## src/rtl/tpu_act_feeder.sv

```systemverilog
`default_nettype none
// ============================================================================
// Module      : tpu_act_feeder
// Description : Buffers up to DEPTH 3-lane activation vectors, then streams
//               them into the left edge of a 3x3 systolic array with a
//               one-cycle skew per lane, followed by TAIL zero cycles.
// Revision    : 1.0  initial release
// ============================================================================
module tpu_act_feeder #(
  parameter int DEPTH = 8,
  parameter int TAIL  = 4
) (
  input  logic        clk,
  input  logic        rst,
  input  logic [23:0] vec_i,
  input  logic        vec_valid,
  output logic        vec_ready,
  input  logic        start,
  output logic [23:0] act_o,
  output logic        en_o,
  output logic        busy,
  output logic        done,
  output logic [3:0]  count_o
);

  // Run-cycle counter must reach DEPTH+TAIL-1.
  localparam int CW = $clog2(DEPTH + TAIL + 2);
  localparam int AW = (DEPTH > 1) ? $clog2(DEPTH) : 1;

  localparam logic [3:0]    c_depth = 4'(DEPTH);
  localparam logic [CW-1:0] c_tail  = CW'(TAIL);

  typedef enum logic [0:0] {
    S_LOAD = 1'b0,
    S_RUN  = 1'b1
  } state_t;

  state_t        r_state;
  logic [23:0]   r_buf [DEPTH];
  logic [3:0]    r_count;
  logic [3:0]    r_len;
  logic [CW-1:0] r_c;
  // Skew pipeline: r_v0 holds the vector for lane0 this cycle, r_v1 keeps
  // lanes 1-2 of the previous vector, r_v2 keeps lane 2 from two cycles ago.
  logic [23:0]   r_v0;
  logic [15:0]   r_v1;
  logic [7:0]    r_v2;
  logic          r_en;
  logic          r_done;

  logic          w_accept;
  logic [3:0]    w_eff_cnt;
  logic [23:0]   w_first_vec;
  logic [CW-1:0] w_next_c;
  logic [CW-1:0] w_end_c;
  logic [AW-1:0] w_rd_idx;
  logic [23:0]   w_run_vec;

  assign vec_ready = (r_state == S_LOAD) && !rst && (r_count < c_depth);
  assign w_accept  = vec_valid && vec_ready;
  assign w_eff_cnt = r_count + {3'b000, w_accept};

  // A vector accepted in the start cycle into an empty buffer is not yet in
  // storage, so lane0 for c=0 is taken straight from the input.
  assign w_first_vec = (r_count == 4'd0) ? vec_i : r_buf[0];

  assign w_next_c  = r_c + 1'b1;
  assign w_end_c   = CW'(r_len) + c_tail - 1'b1;
  assign w_rd_idx  = w_next_c[AW-1:0];
  assign w_run_vec = (w_next_c < CW'(r_len)) ? r_buf[w_rd_idx] : 24'd0;

  assign act_o   = {r_v2, r_v1[7:0], r_v0[7:0]};
  assign en_o    = r_en;
  assign busy    = (r_state == S_RUN);
  assign done    = r_done;
  assign count_o = r_count;

  // Vector storage: written only on acceptance, which cannot happen in RUN.
  always_ff @(posedge clk) begin
    if (w_accept) begin
      r_buf[r_count[AW-1:0]] <= vec_i;
    end
  end

  // Control FSM with registered skew pipeline, enable and done pulse.
  always_ff @(posedge clk or posedge rst) begin
    if (rst) begin
      r_state <= S_LOAD;
      r_count <= 4'd0;
      r_len   <= 4'd0;
      r_c     <= '0;
      r_v0    <= 24'd0;
      r_v1    <= 16'd0;
      r_v2    <= 8'd0;
      r_en    <= 1'b0;
      r_done  <= 1'b0;
    end else begin
      r_done <= 1'b0;
      if (r_state == S_LOAD) begin
        if (w_accept) begin
          r_count <= r_count + 4'd1;
        end
        if (start && (w_eff_cnt != 4'd0)) begin
          r_state <= S_RUN;
          r_len   <= w_eff_cnt;
          r_c     <= '0;
          r_en    <= 1'b1;
          r_v0    <= w_first_vec;
          r_v1    <= 16'd0;
          r_v2    <= 8'd0;
        end
      end else begin
        if (r_c == w_end_c) begin
          r_state <= S_LOAD;
          r_count <= 4'd0;
          r_en    <= 1'b0;
          r_done  <= 1'b1;
          r_v0    <= 24'd0;
          r_v1    <= 16'd0;
          r_v2    <= 8'd0;
        end else begin
          r_c  <= w_next_c;
          r_v0 <= w_run_vec;
          r_v1 <= r_v0[23:8];
          r_v2 <= r_v1[15:8];
        end
      end
    end
  end

endmodule
`default_nettype wire

```

## config.mk

```make
export PLATFORM = sky130hd
export DESIGN_NAME = tpu_act_feeder
export DESIGN_NICKNAME = d
export VERILOG_FILES = /design/src/rtl/tpu_act_feeder.sv
export SDC_FILE = /design/constraint.sdc
export NUM_CORES = 1
export LEC_CHECK = 0
export CELL_PAD_IN_SITES_DETAIL_PLACEMENT = 1
export CELL_PAD_IN_SITES_GLOBAL_PLACEMENT = 1
export CORE_MARGIN = 4
export CORE_UTILIZATION = 30
export DETAILED_ROUTE_END_ITERATION = 10
export PLACE_DENSITY_LB_ADDON = 0.1
export SLEW_MARGIN = 10
export SYNTH_ARGS = -nofsm -noshare
export SYNTH_HDL_FRONTEND = slang
export SYNTH_SLANG_ARGS = --single-unit
```

## constraint.sdc

```tcl
create_clock -name clk -period 4.05 [get_ports clk]
set_input_delay 0.405 -clock clk [delete_from_list [all_inputs] [get_ports clk]]
set_output_delay 0.405 -clock clk [all_outputs]
set_load 0.1 [all_outputs]
```

==> results.cfg, run 1 <==
[run_status]
status = finished clean

[clock_tree]
cts_setup_buffers = 0
htree_levels = 1
cts_tree = done
cts_hold_buffers = 0
clk_latency_ns = 0.53
cts_root_buf = clkbuf_16
cts_made_buffers = 29
cts_resized = 0
clk_pin_slew_worst_paths_ns = 0.05
clk_path_buf_depth = 3
cts.sinks = 255

[synth]
synthTopCellsByCount = edfxtp_1 (192), dfrtp_1 (63), mux4_2 (48)
synth-seq-cells = 255
synth_area_um2 = 10300
syn_area_per_cell_um2 = 18.6
ys.flop_type = edfxtp_1
yosys.cell_types.count = 43
netlist_instances = 555
yosys_warnings = 0
synthArstFlopShare = 0.247
synthTopCellsByArea = edfxtp_1 (56%), dfrtp_1 (15%), mux4_2 (10%)
synth_largest_area_cell = edfxtp_1
synth.top_cell.area_share = 0.558
ys_seq_area_frac = 0.711
synth_most_common_cell = edfxtp_1
synth_nets = 593
synth_edf_count = 192

[detailed_routing]
first_pass_iters = 5
route.detailed.drc = 0
wl_met1_um = 11100
viasPerCell = 4.79
wirelength_um = 24500
route.met3.wl_um = 1190
top_layer = met4
met2WireLength_um = 11900
postRouteAntennaNets = 0
vias = 5198
drt_iter0_markers = 315
wl_per_cell_um = 22.6

[grt]
gr-total-overflow = 0
grt_use_total = 0.128
grt_pass1_vias = 5780
antenna_found_initial = 0
grt_max_degree = 51
grt_pass1_wl_um = 37200

[floorplanning]
die_y_um = 194
rows = 67
die_area_um2 = 37500
die_w_um = 194
initial_core_util = 0.306
io-pin-count = 60
core-area_um2 = 33800

[critical_path]
arrival_ns = 2.48
max_stage_delay_ns = 1.25
cp_top_family = buffers and inverters
slowest_stage = clkdlybuf4s50_1
path_cells = clkdlybuf4s50_1
path_class = reg2out
path_buf_inv = 1
worstPathRequired_ns = 3.64
start_kind = register
endpoint_kind = output pin
cp_max_fo = 11

[placed_design]
gp_congestion = 0.697
dp.cells = 1032
dp_hpwl_um = 13700
numPortBuffers = 59
placed_cell_area_um2 = 11400
pre_cts_ws_ns = 0.869

[timing]
layout_setup_ws_ns = 1.16
finalHoldViolations = 0
rsz0062_at_grt = no
drv_slew = 0
holdWs_ns = 0.448
slew_headroom = 0.333
finalCritPeriodShare = 0.713
tns_ns = 0
skew_ns = 0.00883
finalSetupViolations = 0
period_minus_slack_ns = 2.89
fmaxAchievable_mhz = 346
tightest_slew_ns = 0.998

[final_layout]
antenna_cells = 0
fin_area_um2 = 12300
final_net_count = 653
fin_cells = 1085
area_growth_pct = 19.4
layout-drive-gt1-share = 0.242

[pwr]
vdd_drop_max_mv = 0.596
p_leak_uw = 0.00424
powerDensity_nw_per_um2 = 833

[job]
drv_cap = 0

[min_path]
hold_path.class = in2async
-- cell type report --
type | instances | area, µm²
Inverter | 10 | 37.5
Timing Repair Buffer | 76 | 731
Sequential cell | 255 | 7340
Fill cell | 3315 | 21400
Clock buffer | 39 | 763
Multi-Input combinational cell | 243 | 2740
Tap cell | 448 | 561
Clock inverter | 14 | 158
-- report_power, final --
group | switching (µW) | internal (µW)
sequential | 269 | 3140
combinational | 2660 | 1690
clock | 1000 | 1510
-- worst paths after layout --
check / start / end / slack (ns) / cells past startpoint
worst max-delay path: count_o[2] / count_o[2] / 1.16 / 1
worst min-delay path: rst / r_len[1] / 0.45 / 2
worst max register to register: busy / r_v0[20] / 1.21 / 10
worst min register to register: r_v1[11] / r_v2[3] / 0.50 / 1
max in group asynchronous: rst / r_v2[7] / 2.84 / 3
min in group clk: r_v1[11] / r_v2[3] / 0.50 / 1
-- registers in the layout, summed over array words and instances (netlist names) --
signal	flops
en_o	1
r_buf	192
r_v1	16
r_v0	24
count_o	4
r_c	4
r_v2	8
r_len	4
done	1
busy	1
-- cells by family after synthesis --
family,after synthesis,synth area share
DFF,255,0.711
AOI/OAI and AO/OA,91,0.0631
xor gates and xnor gates,9,0.00836
buffers and inverters,57,0.0312
and+or+nand+nor,36,0.0195
adders and majority gates,10,0.0121
muxes,97,0.155
-- placed cells by master (no fill, tap or decap), types with 2 or more instances in the layout --
cell,n
clkdlybuf4s50_1,59
o21ai_1,10
clkinv_1,2
o21ai_0,19
nor3_4,3
a21oi_1,2
xor2_1,4
o21a_1,2
nor2_1,5
mux2_2,24
mux2i_1,25
mux4_2,48
clkinv_4,2
nor2_2,6
clkinv_2,3
dfrtp_1,62
buf_4,16
ha_1,9
bufinv_16,3
clkbuf_16,29
clkinvlp_4,3
or2_2,2
edfxtp_1,192
a22o_1,25
xnor2_1,4
clkbuf_1,10
inv_2,2
a22oi_1,24
nand2b_1,2
inv_1,8
nand2_1,10
-- stage by stage --
stage	util	power, µW
after floorplan	-	6820
after global placement	0.338	7820
after detailed placement	0.338	7900
after CTS	0.365	10500
after global routing	0.365	10900
final	0.365	10300
-- per-layer routing --
metal / global-route usage / vias to the layer above
met5: 0 / -
met4: 0.0244 / 0
met3: 0.0275 / 27
met2: 0.213 / 96
met1: 0.176 / 2751
li1: - / 2324
Power figures use the tool's default switching activity.
==> run 2: changes to the inputs <==
==> constraint.sdc (replaced) <==
create_clock -name clk -period 2.7 [get_ports clk]
set_input_delay 0.27 -clock clk [delete_from_list [all_inputs] [get_ports clk]]
set_output_delay 0.27 -clock clk [all_outputs]
set_load 0.1 [all_outputs]
==> results.cfg, run 2 (synthesis gave the netlist of run 1 again) <==
[min_path]
hold_path.class = in2async

[clock_tree]
cts_made_buffers = 29
clk_path_buf_depth = 3
cts_hold_buffers = 0
cts.sinks = 255
clk_latency_ns = 0.54
cts_resized = 0
cts_setup_buffers = 0
htree_levels = 1
cts_root_buf = clkbuf_16
clk_pin_slew_worst_paths_ns = 0.06
cts_tree = done

[grt]
grt_use_total = 0.133
antenna_found_initial = 0
grt_pass1_wl_um = 38600
grt_pass1_vias = 5844
grt_max_degree = 64
gr-total-overflow = 0

[detailed_routing]
vias = 5298
viasPerCell = 4.87
first_pass_iters = 4
wirelength_um = 24800
route.detailed.drc = 0
drt_iter0_markers = 247
wl_per_cell_um = 22.8
postRouteAntennaNets = 0

[critical_path]
path_class = reg2reg
arrival_ns = 2.74
max_stage_delay_ns = 0.47
cp_max_fo = 33
path_cells = nor3_4 > and2_1 > ha_4 > ha_4 > nor2_2 > o211ai_2 > and3b_1 > buf_12 > a22oi_1 > o21ai_1
endpoint_kind = register
path_buf_inv = 1
slowest_stage = dfrtp_2
cp_top_family = simple AND/OR/NAND/NOR gates
cp_common_cell = ha_4
worstPathRequired_ns = 3.10
start_kind = register

[floorplanning]
rows = 67
die_area_um2 = 37500
die_w_um = 194
core-area_um2 = 33800
die_y_um = 194
io-pin-count = 60
initial_core_util = 0.306

[placed_design]
pre_cts_ws_ns = 0.0763
gp_congestion = 0.700
dp_hpwl_um = 13200
numPortBuffers = 59
dp.cells = 1035
placed_cell_area_um2 = 11600

[final_layout]
largest_reg_flops = 192
final_util = 0.370
fillers = 3302
layout_commonest_cell = edfxtp_1
fin_area_um2 = 12500
final_cell_mix = edfxtp_1 (192), dfrtp_1 (60), mux4_2 (48)
final_net_count = 656
multi_input_area_um2 = 2800
regArea_um2 = 7350
antenna_cells = 0
layout-drive-gt1-share = 0.317
fin_cells = 1088
area_growth_pct = 21.0

[run_status]
status = finished clean

[timing]
drv_slew = 0
rsz0062_at_grt = no
finalCritPeriodShare = 0.869
slew_headroom = 0.595
period_minus_slack_ns = 2.35
skew_ns = 0.0213
finalHoldViolations = 0
finalSetupViolations = 0
tightest_slew_ns = 0.608
fmaxAchievable_mhz = 426
holdWs_ns = 0.218
layout_setup_ws_ns = 0.354

[pwr]
powerDensity_nw_per_um2 = 1250
p_leak_uw = 0.00437
vdd_drop_max_mv = 0.935

[job]
drv_cap = 0
[run 2: cell count changes in the layout (fill, tap and decap cells not counted), moves of 6 or more]
cell	before	now
o21ai_0	19	3
clkinv_2	3	12
clkbuf_1	10	4
o21ai_1	10	26
clkbuf_8	0	6
buf_4	16	38
clkdlybuf4s50_1	59	27
buf_12	1	14
[run 2: metal layers]
| metal | global-route usage | routed length [µm] | vias up |
|---|---|---|---|
| met1 | 0.180 | 11000 | 2837 |
| li1 | - | - | 2331 |
| met5 | 0 | 0 | - |
| met4 | 0.0304 | 478 | 0 |
| met2 | 0.228 | 12400 | 93 |
| met3 | 0.0209 | 993 | 37 |
[run 2: path summary, 6_finish.rpt]
path | start | endpoint | slack, ns | cells after the start
worst max register to register | count_o[3] | r_v0[15] | 0.35 | 10
worst max-delay path | count_o[3] | r_v0[15] | 0.35 | 10
max in group asynchronous | rst | r_v0[18] | 2.14 | 3
worst min-delay path | rst | count_o[1] | 0.22 | 3
worst min register to register | en_o | en_o | 0.49 | 1
min in group clk | vec_i[23] | r_buf[1][23] | 0.49 | 1
[run 2: per-stage QoR]
step / TNS, ns / power (µW)
2_1_floorplan: -85.97 / 10400
3_3_place_gp: 0 / 12000
3_5_place_dp: 0 / 12100
5_1_grt: 0 / 16500
4_1_cts: 0 / 15900
6_report: 0 / 15600
[run 2: power breakdown]
part / switching, µW / internal, µW
sequential: 387 / 4710
combinational: 4100 / 2650
clock: 1520 / 2210
total: 6010 / 9580
[run 2: worst register-to-register path, stage by stage, from the launching register on]
cell and delay (ns):
dfrtp_2 0.47, nor3_4 0.19, and2_1 0.20, ha_4 0.16, ha_4 0.20, nor2_2 0.12
o211ai_2 0.13, and3b_1 0.23, buf_12 0.19, a22oi_1 0.21, o21ai_1 0.09
[run 2: layout make-up]
cell class / count / area share
sequential: 255 / 0.588
inverter: 10 / 0.00300
clock inverter: 14 / 0.00751
clock buffer: 39 / 0.0659
timing repair buffer: 79 / 0.0669
multi-input combinational: 243 / 0.224
tap: 448 / 0.0449
